==> src/rtl/med_window_3x3.sv <==
// Streaming 3x3 neighbourhood generator: two row line buffers plus a 3x3 shift window.
// Flags each fully interior window with a one-cycle win_valid pulse.
module med_window_3x3 #(
    parameter int IMG_W = 64,
    parameter int IMG_H = 64
) (
    input  logic       clk,
    input  logic       rst,
    input  logic [7:0] pix_in,
    input  logic       pix_valid,
    input  logic       sof,
    output logic [7:0] s1,
    output logic [7:0] s2,
    output logic [7:0] s3,
    output logic [7:0] s4,
    output logic [7:0] s5,
    output logic [7:0] s6,
    output logic [7:0] s7,
    output logic [7:0] s8,
    output logic [7:0] s9,
    output logic       win_valid,
    output logic       win_eof
);
    // Handshake: a beat is accepted on every rising edge with pix_valid high; there is
    // no ready, so the source never stalls. sof is only honoured on an accepted beat.

    localparam int CW = $clog2(IMG_W);
    localparam int RW = $clog2(IMG_H);
    localparam logic [CW-1:0] C_LAST = CW'(IMG_W - 1);
    localparam logic [RW-1:0] R_LAST = RW'(IMG_H - 1);
    localparam logic [CW-1:0] C_TWO  = CW'(2);
    localparam logic [RW-1:0] R_TWO  = RW'(2);

    logic [CW-1:0] r_col;
    logic [RW-1:0] r_row;
    logic [7:0]    r_lb_a [IMG_W];
    logic [7:0]    r_lb_b [IMG_W];
    logic [7:0]    r_s    [9];

    logic [CW-1:0] w_c;
    logic [RW-1:0] w_r;
    logic          w_c_last;
    logic          w_r_last;
    logic [7:0]    w_top;
    logic [7:0]    w_mid;

    // sof relocates the current beat to (0,0) without waiting for the counters.
    always_comb begin
        w_c      = sof ? '0 : r_col;
        w_r      = sof ? '0 : r_row;
        w_c_last = (w_c == C_LAST);
        w_r_last = (w_r == R_LAST);
        w_top    = r_lb_a[w_c];
        w_mid    = r_lb_b[w_c];
    end

    always_ff @(posedge clk) begin
        if (rst) begin
            r_col <= '0;
            r_row <= '0;
        end else if (pix_valid) begin
            if (w_c_last) begin
                r_col <= '0;
                r_row <= w_r_last ? '0 : w_r + 1'b1;
            end else begin
                r_col <= w_c + 1'b1;
                r_row <= w_r;
            end
        end
    end

    // Line buffers carry no reset: gating keeps their stale contents from being flagged.
    always_ff @(posedge clk) begin
        if (pix_valid && !rst) begin
            r_lb_a[w_c] <= w_mid;
            r_lb_b[w_c] <= pix_in;
        end
    end

    always_ff @(posedge clk) begin
        if (rst) begin
            for (int i = 0; i < 9; i++) r_s[i] <= '0;
            win_valid <= 1'b0;
            win_eof   <= 1'b0;
        end else begin
            win_valid <= pix_valid && (w_r >= R_TWO) && (w_c >= C_TWO);
            win_eof   <= pix_valid && w_r_last && w_c_last;
            if (pix_valid) begin
                r_s[0] <= r_s[1];
                r_s[1] <= r_s[2];
                r_s[2] <= w_top;
                r_s[3] <= r_s[4];
                r_s[4] <= r_s[5];
                r_s[5] <= w_mid;
                r_s[6] <= r_s[7];
                r_s[7] <= r_s[8];
                r_s[8] <= pix_in;
            end
        end
    end

    assign s1 = r_s[0];
    assign s2 = r_s[1];
    assign s3 = r_s[2];
    assign s4 = r_s[3];
    assign s5 = r_s[4];
    assign s6 = r_s[5];
    assign s7 = r_s[6];
    assign s8 = r_s[7];
    assign s9 = r_s[8];

endmodule
==> config.mk <==
export PLATFORM = sky130hd
export DESIGN_NAME = med_window_3x3
export DESIGN_NICKNAME = d
export VERILOG_FILES = /design/src/rtl/med_window_3x3.sv
export SDC_FILE = /design/constraint.sdc
export NUM_CORES = 1
export LEC_CHECK = 0
export ABC_AREA = 1
export CAP_MARGIN = 20
export CORE_MARGIN = 3
export CORE_UTILIZATION = 56
export DETAILED_ROUTE_END_ITERATION = 7
export PLACE_DENSITY = 0.81
export REMOVE_ABC_BUFFERS = 1
export SYNTH_ARGS = -nofsm -noshare
export SYNTH_HDL_FRONTEND = slang
export SYNTH_SLANG_ARGS = --single-unit
export TNS_END_PERCENT = 1
==> constraint.sdc <==
create_clock -name clk -period 2.7 [get_ports clk]
set_input_delay 0.27 -clock clk [delete_from_list [all_inputs] [get_ports clk]]
set_output_delay 0.27 -clock clk [all_outputs]
set_load 0.01 [all_outputs]
# Word-level counts from Yosys, hierarchy flattened
# Memories as Yosys holds them, arrays and structs flattened.
# Cells that the tools add are included.
# W data, S select, Z words.
[totals]
wordCells = 49
register_bits = 14
mem_bits_rw = 1096
mem_count = 3
out_inout_bits = 74
[mem_list]
columns = ["memory", "words", "width", "rd", "rd_clocked_by_memory_dff", "wr", "line", "text"]
rows = [
  ["r_lb_a", 64, 8, 1, 0, 1, "36", "logic [7:0] r_lb_a [IMG_W];"],
  ["r_lb_b", 64, 8, 1, 0, 1, "37", "logic [7:0] r_lb_b [IMG_W];"],
  ["r_s", 9, 8, 9, 0, 9, "38", "logic [7:0] r_s [9];"],
]
[op_classes]
n_lt_le_gt_ge = 2
add_sub_neg = 2
n_bitwise = 9
muxes = 21
n_reduce_logical = 6
n_eq_ne = 2
[ops]
columns = ["op", "count"]
rows = [
  ["$mux W8", 9],
  ["$mux W6", 5],
  ["$add A6 B1 Y6 const B", 2],
  ["$eq A6 B6 Y1 const B", 2],
  ["$ge A6 B2 Y1 const B", 2],
  ["$or A1 B1 Y1", 9],
  ["$mux W1", 7],
  ["$logic_and A1 B1 Y1", 5],
  ["$logic_not A1 Y1", 1],
]

# Logic depth before layout (Yosys ltp)
[depth]
word_depth = 4
ltp_mapped = 17
mapped_depth_nobuf = 14

# Worst setup path before layout
# Ideal clock, no wire load.
[synth_path]
path_type = "input -> register"
startpoint = "input port pix_valid"
endpoint = "memory r_s[0][0] (enable)"
cell_stages = 3
setup_ps = 465
setup_slack_ps = -295
n_path_buf = 1
required_time_ps = 2235
t_arrival_ps = 2530
path_cell_list = "nor2_1 inv_1 clkbuf_1"
[synth_rtl]
columns = ["item", "line", "text"]
rows = [
  ["start, declared", "10", "input logic pix_valid,"],
  ["end, declared", "38", ""],
]

# Worst setup path after layout
[layout_path]
startpoint = "register r_col[1]"
endpoint = "memory r_lb_a[56][4] (data pin)"
[layout_via]
elab_chain_cells = 2
[layout_lines]
columns = ["item", "line", "text"]
rows = [
  ["start, declared", "34", "logic [CW-1:0] r_col;"],
  ["start signal, assigned", "66", "r_col <= w_c + 1'b1;"],
  ["$mux W6", "49", "w_c = sof ? '0 : r_col;"],
  ["$mem_v2 Z64 W8", "n/a", ""],
  ["via w_mid[4]", "45", "logic [7:0] w_mid;"],
  ["end, declared", "36", ""],
]
# The timed path passes the listed nets, and every way through them passes these cells.

==> reports/results.ini <==
[logic_synthesis]
synth_top_area_share_pct = 71.5
synthesis.area_per_instance_sq_um = 10.9
yosysSeqAreaShare_pct = 72.1
synth-main-ff-cell = edfxtp_1
ys_seq_elements = 1110
synth.area.top_cells = edfxtp_1 (72%), nand2_1 (16%), inv_1 (2.4%)
ys_warn_count = 0
netlist_instances = 4216
ys_types = 32
synth_commonest_cells = nand2_1 (1,959), edfxtp_1 (1,096), inv_1 (292)
async_flop_share_pct = 0
syn_area_sq_um = 46000
yosysMostFrequentCell = nand2_1
synth_edf_count = 1096
synth.largest_area_cell = edfxtp_1

[sta]
skew_ps = 49.7
rsz0062_at_grt = true
fmax_ghz = 0.376
slew_headroom_pct = 34.7
finalSetupViolations = 0
tightest_slew_ps = 979
min_period_over_period_pct = 98.6
drv_slew = 0
finalHoldViolations = 0
hold-worst-slack_ps = 108
layout_min_cycle_time_ps = 2660

[setup_path]
reg2reg_from = r_col[1]
start_kind = flip-flop
cp.arrival_ps = 3030
ff2ff_setup_slack_ps = 40
timing.rr.end = r_lb_a[56][4]
end_kind = flip-flop
crit_type = reg -> reg
worst_r2r_path_depth = 14
critPathRequiredTime_ps = 3070
crit_fanout = 32

[cts]
cts_num_sinks = 1110
clock_latency_ps = 690
path_clk_slew_ps = 60
cts_max_path_buffers = 3
hold_buffers = 0
clock-root-buffer = clkbuf_16
cts_tree = yes
htree_levels = 3
cts_made_buffers = 108

[min_path]
min_from = pix_in[4]
holdPathEnd = r_lb_b[38][4]
holdCritPathClass = in -> reg
hold-path-cell-count = 2

[pwr]
total_power_mw = 36.2
power.density_nw_per_um2 = 658
p_sw_mw = 7.82
combPwrFrac_pct = 5.9
pwr-share-seq_pct = 53.1
peakVddDrop_v = 0.000592
internal_power_mw = 28.3
leakagePower_nw = 22.0
switching_share_pct = 21.6
p_clk_share_pct = 41.0

[die]
start_util_pct = 56.9
die_y_microns = 293
dieArea_sq_um = 85700
core_area_sq_um = 80900
rows = 104
ios = 86
die_x_microns = 293

[detailed_routing]
vias = 32500
first_iter_violations = 4313
ant_nets = 0
wl_mm = 127
drt_pre_antenna_iters = 7
wl_per_cell_microns = 22.4
vias_per_cell = 5.73
drc = 0

[place]
placed_area_sq_um = 51400
gp_congestion = 0.969
portBuffers = 85
place_hpwl_mm = 78.8
place_inst = 5479

[grt]
grt_pass1_vias = 32200
grt_usage_pct = 29.6
grt_overflow = 0
antenna_found_initial = 0
grt_pass1_wl_mm = 191
grt_max_degree = 68

[run]
max_cap_violations = 0

[layout]
final_util_pct = 67.8
syn_to_final_growth_pct = 19.3
finalNonFillerCells = 5681
design_area_sq_um = 54900
drive_above_1_share_pct = 11.7
num-nets-final = 4545

[run_status]
outcome = finished, final reports clean

## per-layer routing
metal / share of wire (%) / global-route usage [%] / wire, microns
met2: 47 / 48.3 / 60400
met3: 11 / 5.70 / 14000
met5: 0 / 0 / 0
met1: 37 / 38.9 / 46700
met4: 5.0 / 13.8 / 6330
## flip-flops by register name, indices dropped and copies added, names as in the netlist
name       flops
win_eof        1
r_s           72
r_lb_a       512
r_row          6
r_lb_b       512
r_col          6
win_valid      1
## cell type report
cell class | count | area [sq um]
clock inverter | 67 | 638
fill | 5376 | 26000
antenna | 2 | 5.00
timing repair buffer | 399 | 4900
clock buffer | 133 | 2840
sequential | 1110 | 33200
inverter | 301 | 1130
multi-input combinational | 2609 | 10900
tap | 1060 | 1330
## layout by cell type (no fill, tap or decap), types with 32 or more instances in the layout
master / netlist / layout
clkinv_1: 0 / 32
nand2_1: 1959 / 1951
nor2_1: 250 / 244
buf_12: 0 / 137
o21ai_0: 49 / 49
clkbuf_16: 0 / 110
o211ai_1: 122 / 122
edfxtp_1: 1096 / 1096
inv_1: 292 / 290
clkdlybuf4s50_1: 0 / 77
nand3_1: 94 / 94
buf_4: 6 / 176
## per-stage QoR
step	setup TNS (ps)	setup WS (ps)
final	0	37.8
after CTS	0	57.4
after floorplan	-8583180	-8330
after global routing	-171	-22.1
after detailed placement	-175650	-457
after global placement	-136830	-455
## cells by family after synthesis
family	synth area share (%)
simple gates	19.9
fa+ha+maj	0.109
compound gates	3.32
buf+inv	4.49
xor+xnor	0.0190
flops	72.1
## worst max-delay path by stage
stage,startpoint,to,slack (ps),cells past startpoint
2_1_floorplan,r_col[0],r_lb_a[0][7],-8330,9
3_3_place_gp,sof,r_s[0][44],-460,17
3_5_place_dp,sof,r_s[0][44],-460,17
4_1_cts,r_col[1],r_lb_a[56][4],60,14
5_1_grt,r_col[1],r_lb_a[57][4],-20,14
6_report,r_col[1],r_lb_a[56][4],40,14
## critical path, stage by stage (launching register included)
cell and delay [ps]:
dfxtp_1 470, nand2_4 140, nand2_2 170, nor2_4 70, buf_12 140, buf_12 170
nand2_1 70, nand2_1 50, nor2_1 110, nand2_1 90, nand2_1 180, nand2_1 110
nor2_2 200, nand2_2 140, buf_12 190
## repair_timing
item,4_1_cts,5_1_grt
pin swaps,0,0
endpoints found under the setup margin,15,117
gates resized for setup,3,5
setup buffers,0,0
## power by group through the flow
stage          clock network (mW)  registers, mW  logic, mW
5_1_grt                      15.6           19.2       2.29
3_5_place_dp                    0           19.6       2.07
3_3_place_gp                    0           19.5       2.01
6_report                     14.8           19.2       2.14
4_1_cts                      14.9           19.2       2.10
2_1_floorplan                   0           19.6      0.934
No activity file was read; power rests on OpenSTA's default activity.
